$ cat src/rtl/conv_pkg.sv
// Shared definitions for the conv accelerator's output side: FSM states and frame sizing.
package conv_pkg;

  typedef enum logic {COLLECT, STREAM} output_state_t;

  // Valid-convolution output count; a kernel size of 0 behaves as 1.
  function automatic int unsigned out_count(input int unsigned k, input int unsigned r,
                                            input int unsigned c);
    int unsigned kf;
    kf = (k == 0) ? 1 : k;
    return (r - kf + 1) * (c - kf + 1);
  endfunction

endpackage

$ cat src/rtl/output_mems_if.sv
// AXI-Stream output bundle (data, valid, ready, last).
interface output_mems_if #(
  parameter int unsigned OUTW = 24
);
  logic [OUTW-1:0] tdata;
  logic            tvalid;
  logic            tready;
  logic            tlast;

  modport master (output tdata, output tvalid, output tlast, input tready);
  modport slave  (input tdata, input tvalid, input tlast, output tready);
endinterface

$ cat src/rtl/counter.sv
// Up-counter with enable, synchronous clear and active-low asynchronous clear.
module counter #(
  parameter int unsigned Width = 8
) (
  input  logic             clk_i,
  input  logic             rst_ni,
  input  logic             clr_i,
  input  logic             en_i,
  output logic [Width-1:0] cnt_o
);
  logic [Width-1:0] cnt_q, cnt_d;

  always_comb begin
    cnt_d = cnt_q;
    if (clr_i) begin
      cnt_d = '0;
    end else if (en_i) begin
      cnt_d = cnt_q + Width'(1);
    end
  end

  always_ff @(posedge clk_i or negedge rst_ni) begin
    if (!rst_ni) begin
      cnt_q <= '0;
    end else begin
      cnt_q <= cnt_d;
    end
  end

  assign cnt_o = cnt_q;
endmodule

$ cat src/rtl/memory.sv
// Simple dual-port RAM: one write port, one read port with a registered 1-cycle read.
module memory #(
  parameter int unsigned WIDTH = 24,
  parameter int unsigned SIZE  = 72
) (
  input  logic                    clk_i,
  input  logic                    we_i,
  input  logic [$clog2(SIZE)-1:0] waddr_i,
  input  logic [WIDTH-1:0]        wdata_i,
  input  logic                    re_i,
  input  logic [$clog2(SIZE)-1:0] raddr_i,
  output logic [WIDTH-1:0]        rdata_o
);
  logic [WIDTH-1:0] mem_q [SIZE];
  logic [WIDTH-1:0] rdata_q;

  always_ff @(posedge clk_i) begin
    if (we_i) begin
      mem_q[waddr_i] <= wdata_i;
    end
    if (re_i) begin
      rdata_q <= mem_q[raddr_i];
    end
  end

  assign rdata_o = rdata_q;
endmodule

$ cat src/rtl/out_skid.sv
// Two-entry valid/ready register buffer; free_o counts slots available after this cycle's pop.
module out_skid #(
  parameter int unsigned Width = 25
) (
  input  logic             clk_i,
  input  logic             rst_ni,
  input  logic             in_valid_i,
  input  logic [Width-1:0] in_data_i,
  output logic             out_valid_o,
  output logic [Width-1:0] out_data_o,
  input  logic             out_ready_i,
  output logic [1:0]       free_o
);
  logic [1:0]       count_q, count_d;
  logic [Width-1:0] head_q, head_d;
  logic [Width-1:0] tail_q, tail_d;
  logic             pop;

  always_comb begin
    pop     = (count_q != 2'd0) && out_ready_i;
    count_d = count_q + {1'b0, in_valid_i} - {1'b0, pop};
    head_d  = head_q;
    tail_d  = tail_q;
    if (pop) begin
      if (count_q == 2'd2) begin
        head_d = tail_q;
        if (in_valid_i) begin
          tail_d = in_data_i;
        end
      end else if (in_valid_i) begin
        head_d = in_data_i;
      end
    end else if (in_valid_i) begin
      if (count_q == 2'd0) begin
        head_d = in_data_i;
      end else begin
        tail_d = in_data_i;
      end
    end
  end

  always_ff @(posedge clk_i or negedge rst_ni) begin
    if (!rst_ni) begin
      count_q <= 2'd0;
      head_q  <= '0;
      tail_q  <= '0;
    end else begin
      count_q <= count_d;
      head_q  <= head_d;
      tail_q  <= tail_d;
    end
  end

  always_comb begin
    out_valid_o = (count_q != 2'd0);
    out_data_o  = head_q;
    free_o      = 2'd2 - count_q + {1'b0, pop};
  end
endmodule

$ cat src/rtl/output_mems.sv
// Captures a frame of conv results into Y memory, then streams it out over AXI-Stream.
module output_mems
  import conv_pkg::*;
#(
  parameter  int unsigned OUTW   = 24,
  parameter  int unsigned R      = 9,
  parameter  int unsigned C      = 8,
  parameter  int unsigned MAXK   = 4,
  localparam int unsigned K_BITS = $clog2(MAXK + 1)
) (
  input  logic                  clk,
  input  logic                  reset_n,
  input  logic [K_BITS-1:0]     K,
  input  logic [OUTW-1:0]       res_data,
  input  logic                  res_valid,
  output logic                  res_ready,
  output logic                  compute_finished,
  output_mems_if.master         axis
);
  localparam int unsigned Y_SIZE      = R * C;
  localparam int unsigned Y_ADDR_BITS = $clog2(R * C);
  localparam int unsigned CntW        = $clog2(R * C + 1);

  output_state_t   state_q, state_d;
  logic [CntW-1:0] wr_cnt, rd_cnt;
  logic [CntW-1:0] out_cnt_q, out_cnt_d, frame_cnt;
  logic            cf_q, cf_d;
  logic            rd_pending_q, rd_pending_d;
  logic            rd_last_q, rd_last_d;
  logic            wr_en, last_write, rd_issue, exit_stream;
  logic            skid_valid;
  logic [OUTW:0]   skid_data;
  logic [1:0]      skid_free;
  logic [OUTW-1:0] y_rdata;

  always_comb begin
    // The frame size is taken from K on the first write and held thereafter.
    frame_cnt    = (wr_cnt == '0) ? CntW'(out_count(32'(K), R, C)) : out_cnt_q;
    wr_en        = (state_q == COLLECT) && res_valid;
    last_write   = wr_en && (wr_cnt == frame_cnt - CntW'(1));
    out_cnt_d    = (wr_en && (wr_cnt == '0)) ? frame_cnt : out_cnt_q;
    cf_d         = last_write;
    // Issue only if the skid can absorb this read on top of the one already in flight.
    rd_issue     = (state_q == STREAM) && (rd_cnt < out_cnt_q) &&
                   ({1'b0, rd_pending_q} < skid_free);
    rd_pending_d = rd_issue;
    rd_last_d    = rd_issue && (rd_cnt == out_cnt_q - CntW'(1));
    exit_stream  = (state_q == STREAM) && skid_valid && axis.tready && skid_data[OUTW];
  end

  always_comb begin
    state_d = state_q;
    unique case (state_q)
      COLLECT: if (last_write)  state_d = STREAM;
      STREAM:  if (exit_stream) state_d = COLLECT;
      default: state_d = COLLECT;
    endcase
  end

  always_ff @(posedge clk or negedge reset_n) begin
    if (!reset_n) begin
      state_q      <= COLLECT;
      out_cnt_q    <= '0;
      cf_q         <= 1'b0;
      rd_pending_q <= 1'b0;
      rd_last_q    <= 1'b0;
    end else begin
      state_q      <= state_d;
      out_cnt_q    <= out_cnt_d;
      cf_q         <= cf_d;
      rd_pending_q <= rd_pending_d;
      rd_last_q    <= rd_last_d;
    end
  end

  always_comb begin
    res_ready        = (state_q == COLLECT);
    compute_finished = cf_q;
    axis.tvalid      = skid_valid;
    axis.tdata       = skid_data[OUTW-1:0];
    axis.tlast       = skid_data[OUTW];
  end

  counter #(.Width(CntW)) u_wr_cnt (
    .clk_i  (clk),
    .rst_ni (reset_n),
    .clr_i  (exit_stream),
    .en_i   (wr_en),
    .cnt_o  (wr_cnt)
  );

  counter #(.Width(CntW)) u_rd_cnt (
    .clk_i  (clk),
    .rst_ni (reset_n),
    .clr_i  (exit_stream),
    .en_i   (rd_issue),
    .cnt_o  (rd_cnt)
  );

  memory #(.WIDTH(OUTW), .SIZE(Y_SIZE)) u_y_mem (
    .clk_i   (clk),
    .we_i    (wr_en),
    .waddr_i (wr_cnt[Y_ADDR_BITS-1:0]),
    .wdata_i (res_data),
    .re_i    (rd_issue),
    .raddr_i (rd_cnt[Y_ADDR_BITS-1:0]),
    .rdata_o (y_rdata)
  );

  out_skid #(.Width(OUTW + 1)) u_skid (
    .clk_i       (clk),
    .rst_ni      (reset_n),
    .in_valid_i  (rd_pending_q),
    .in_data_i   ({rd_last_q, y_rdata}),
    .out_valid_o (skid_valid),
    .out_data_o  (skid_data),
    .out_ready_i (axis.tready),
    .free_o      (skid_free)
  );
endmodule

$ cat src/flat_wrapper.sv
// flat-port wrapper written by rule: the top's interface ports become plain ports
module output_mems_flat import conv_pkg::*;
#(
  parameter  int unsigned OUTW   = 24,
  parameter  int unsigned R      = 9,
  parameter  int unsigned C      = 8,
  parameter  int unsigned MAXK   = 4,
  localparam int unsigned K_BITS = $clog2(MAXK + 1)
)
  (clk, reset_n, K, res_data, res_valid, res_ready, compute_finished, axis_tdata, axis_tvalid, axis_tlast, axis_tready);
  output_mems_if #(.OUTW(OUTW)) axis_i ();
  input  logic clk;
  input  logic reset_n;
  input  logic [K_BITS-1:0] K;
  input  logic [OUTW-1:0] res_data;
  input  logic res_valid;
  output logic res_ready;
  output logic compute_finished;
  output wire logic [$bits(axis_i.tdata)-1:0] axis_tdata;
  output wire logic [$bits(axis_i.tvalid)-1:0] axis_tvalid;
  output wire logic [$bits(axis_i.tlast)-1:0] axis_tlast;
  input wire logic [$bits(axis_i.tready)-1:0] axis_tready;
  assign axis_tdata = axis_i.tdata;
  assign axis_tvalid = axis_i.tvalid;
  assign axis_tlast = axis_i.tlast;
  assign axis_i.tready = axis_tready;
  output_mems #(.OUTW(OUTW), .R(R), .C(C), .MAXK(MAXK)) u_core (.clk(clk), .reset_n(reset_n), .K(K), .res_data(res_data), .res_valid(res_valid), .res_ready(res_ready), .compute_finished(compute_finished), .axis(axis_i));
endmodule
$ cat config.mk
export PLATFORM = sky130hd
export DESIGN_NAME = output_mems_flat
export DESIGN_NICKNAME = d
export VERILOG_FILES = /design/src/rtl/conv_pkg.sv /design/src/rtl/output_mems_if.sv /design/src/rtl/counter.sv /design/src/rtl/memory.sv /design/src/rtl/out_skid.sv /design/src/rtl/output_mems.sv /design/src/flat_wrapper.sv
export SDC_FILE = /design/constraint.sdc
export NUM_CORES = 2
export LEC_CHECK = 0
export CAP_MARGIN = 20
export CORE_MARGIN = 4
export CORE_UTILIZATION = 30
export DETAILED_ROUTE_END_ITERATION = 6
export PLACE_DENSITY_LB_ADDON = 0.05
export SLEW_MARGIN = 30
export SYNTH_ARGS = -nofsm -noshare
export SYNTH_HDL_FRONTEND = slang
export SYNTH_HIERARCHICAL = 1
export SYNTH_SLANG_ARGS = --single-unit
$ cat constraint.sdc
create_clock -name clk -period 4.2 [get_ports clk]
set_input_delay 0.84 -clock clk [delete_from_list [all_inputs] [get_ports clk]]
set_output_delay 0.84 -clock clk [all_outputs]
set_load 0.01 [all_outputs]
==> reports/metrics.cfg <==
[status]
status = finished, final reports clean

[pwr]
p_leak_uw = 0.0267
ir_drop_v = 0.000435
power_density_nw_per_um2 = 645

[global_route]
grt_max_degree = 73
grt-ovfl-total = 0
antenna_found_initial = 27
grt_usage = 0.176
grt_pass1_vias = 37509
grt_pass1_wl_um = 302000

[placement]
dp_cells = 6666
numPortBuffers = 58
gp_congestion = 0.793
dp_hpwl_um = 131000

[logic_synthesis]
synth_compound_area_frac = 0.0258
syn-mean-instance-area_um2 = 21.4
ys_warn_count = 6
synth_top_family_by_area = multiplexers
synth_area_leaders = edfxtp_1 (74%), mux4_2 (14%), dfrtp_1 (2.7%), mux2i_1 (1.7%), a22oi_1 (0.71%)
synth_top_area_share = 0.735
synth_cells = 3336
yosys.area.top_type = edfxtp_1
synth_edf_count = 1752
yosysUniqueCellTypes = 65
synthFlopType = edfxtp_1
synth.most_common_cell = edfxtp_1
synth-adder-area-share = 0.00521
synth_nets = 3395
async_flop_share = 0.0421
ys_seq_elements = 1829
synthesis.area_um2 = 71500
ys_top_cells_by_count = edfxtp_1 (1752), mux4_2 (435), mux2i_1 (122)
post_synth_xor_area_fraction = 0.00453
yosysSeqAreaShare = 0.762
synth-simple-area-share = 0.0251
synthMuxAreaShare = 0.163

[timing]
skew_ns = 0.0343
fmax_mhz = 246
fin_crit_sh = 0.968
setup_violations = 0
maxSlewViolCount = 0
hold_viol_final = 0
max-slew-margin-rel = 0.350
worst-slew-pin-transition_ns = 0.974
timing.hold.ws_ns = 0.0490
period_minus_slack_ns = 4.06
rsz0062_at_grt = false

[floorplan]
die-height_um = 496
die_area_um2 = 246000
rows = 178
die_w_um = 496
ioPinCount = 59
core_region_area_um2 = 236000
start_util = 0.303

[detailed_routing]
routed_via_density = 4.99
dr.first_iter.drc_count = 2870
totalWireLength_um = 218000
vias = 35272
drt_first_pass_iters = 5
ant_nets = 0
avgRoutedWirePerCell_um = 30.8
drc = 0

[clocking]
root_buffer = clkbuf_16
hold_buffers = 0
cts_setup_buffers = 0
clock-sinks = 1829
clockBufferDepth = 3
cts_tree = done
cts-buffers-inserted = 209
clock_latency_ns = 0.84
cts_resized = 0
clk_pin_slew_ns = 0.06
cts-htree-levels = 4

[setup_path]
cp-end-kind = register
worstSetupPathType = input pin to register
arrival_ns = 4.76
critPathMaxFanout = 5
start_kind = input pin
cp.required_ns = 4.89

[cells_and_area]
layout-drive-gt1-share = 0.307
nNetsFinal = 3787
syn2layout_area_growth_pct = 18.2
final_cell_count_no_fill = 7063

[flow_run]
drv_cap = 0

[worst_hold_path]
hold_class = input pin to asynchronous set/reset pin

-- cell type report --
type	count	area [µm²]
Timing Repair Buffer	358	3200
Antenna cell	11	27.5
Inverter	27	101
Fill cell	21687	152000
Clock buffer	264	5540
Tap cell	3150	3940
Multi-Input combinational cell	1303	16300
Clock inverter	121	845
Sequential cell	1829	54600
-- per-stage QoR --
step                      setup slack, ns  total power (µW)  instance area (µm²)  setup TNS [ns]   util
after detailed placement           -0.741             38200                78100           -2.32  0.330
after CTS                           0.158             55500                84500               0  0.357
after floorplan                   -0.0900             30800                71600         -0.0900      -
final                               0.136             54500                84600               0  0.358
after global routing              0.00885             57100                84500               0  0.358
after global placement             -0.817             38100                78000           -2.61  0.330
-- logic make-up (layout without fill, tap and decap cells) --
family,after synthesis,after routing
xor+xnor,37,37
mux,609,609
fa+ha+maj,28,28
flops,1829,1829
simple gates,369,369
other cells,1,12
compound gates,259,259
buf+inv,204,770
-- worst paths after layout --
kind | startpoint | to | slack, ns | depth (start not counted)
max reg2reg | u_core/u_rd_cnt/cnt_o[0]$_DFFE_PN0P_ | u_core/u_y_mem/rdata_o[22]$_DFFE_PP_ | 0.68 | 7
max | K[2] | u_core/out_cnt_q[6]$_DFFE_PN0P_ | 0.14 | 21
min | reset_n | u_core/u_skid/out_data_o[16]$_DFFE_PN0P_ | 0.05 | 1
min in group clk | res_data[22] | u_core/u_y_mem/mem_q[28][22]$_DFFE_PP_ | 0.41 | 1
min reg2reg | u_core/u_skid/tail_q[2]$_DFFE_PN0P_ | u_core/u_skid/tail_q[2]$_DFFE_PN0P_ | 0.50 | 1
max in group asynchronous | reset_n | u_core/out_cnt_q[1]$_DFFE_PN0P_ | 3.25 | 2
-- sequential cells by signal, summed over array words and instances, names as in the netlist --
register	flops
u_core/rd_last_q	1
u_core/u_skid/count_q	2
u_core/u_skid/tail_q	25
u_core/compute_finished	1
u_core/rd_pending_q	1
u_core/u_y_mem/rdata_o	24
u_core/state_q	1
u_core/out_cnt_q	7
u_core/u_skid/out_data_o	25
u_core/u_wr_cnt/cnt_o	7
u_core/u_rd_cnt/cnt_o	7
u_core/u_y_mem/mem_q	1728
-- critical path: stages --
cell             delay [ns]
clkdlybuf4s50_1        0.48
o21bai_4               0.17
inv_2                  0.07
ha_4                   0.20
xnor2_4                0.13
a21oi_2                0.14
nor2_2                 0.07
o21ai_1                0.14
a21oi_1                0.09
a31o_2                 0.22
ha_1                   0.28
inv_1                  0.05
fa_1                   0.48
inv_1                  0.05
fa_1                   0.44
ha_2                   0.20
xnor2_1                0.12
xnor2_1                0.20
xnor2_1                0.16
xnor2_1                0.14
o21ai_1                0.07
-- where the power goes --
| part | switching (µW) | internal, µW | total, µW |
|---|---|---|---|
| Sequential | 649 | 20900 | 21600 |
| Clock | 7340 | 9780 | 17100 |
| Combinational | 8930 | 6890 | 15800 |
| Total | 16900 | 37600 | 54500 |
-- layout by cell type, fill, tap and decap left out, types with 5 or more instances in the layout --
cell / Yosys / layout
a21oi_1: 36 / 35
a221oi_1: 16 / 16
a22oi_1: 68 / 68
buf_12: 0 / 33
buf_2: 62 / 15
buf_4: 23 / 272
bufinv_16: 0 / 8
clkbuf_1: 68 / 50
clkbuf_16: 0 / 214
clkdlybuf4s50_1: 0 / 32
clkinv_1: 1 / 60
clkinv_2: 0 / 38
clkinvlp_4: 0 / 5
dfrtp_1: 77 / 71
diode_2: 0 / 11
edfxtp_1: 1752 / 1752
ha_1: 25 / 23
inv_1: 25 / 24
mux2_2: 32 / 32
mux2_4: 20 / 20
mux2i_1: 122 / 122
mux4_2: 435 / 435
nand2_1: 103 / 103
nand2b_1: 5 / 5
nand3_1: 35 / 35
nand3b_1: 28 / 28
nand4_1: 8 / 8
nor2_1: 116 / 43
nor2_2: 1 / 65
nor2_4: 0 / 9
nor2b_1: 42 / 36
o2111ai_1: 13 / 13
o211a_1: 26 / 26
o211ai_1: 11 / 11
o21ai_0: 56 / 55
o221ai_1: 9 / 9
o31ai_1: 8 / 8
xnor2_1: 22 / 21
xor2_1: 15 / 15
-- per-layer routing --
| metal | up-vias | track usage | routed length [µm] |
|---|---|---|---|
| met2 | 890 | 0.281 | 102000 |
| met4 | 2 | 0.0475 | 5430 |
| met3 | 259 | 0.0318 | 10600 |
| li1 | 14742 | - | - |
| met1 | 19379 | 0.249 | 99200 |
| met5 | - | 0 | 11 |
No activity file was read; power rests on OpenSTA's default activity.
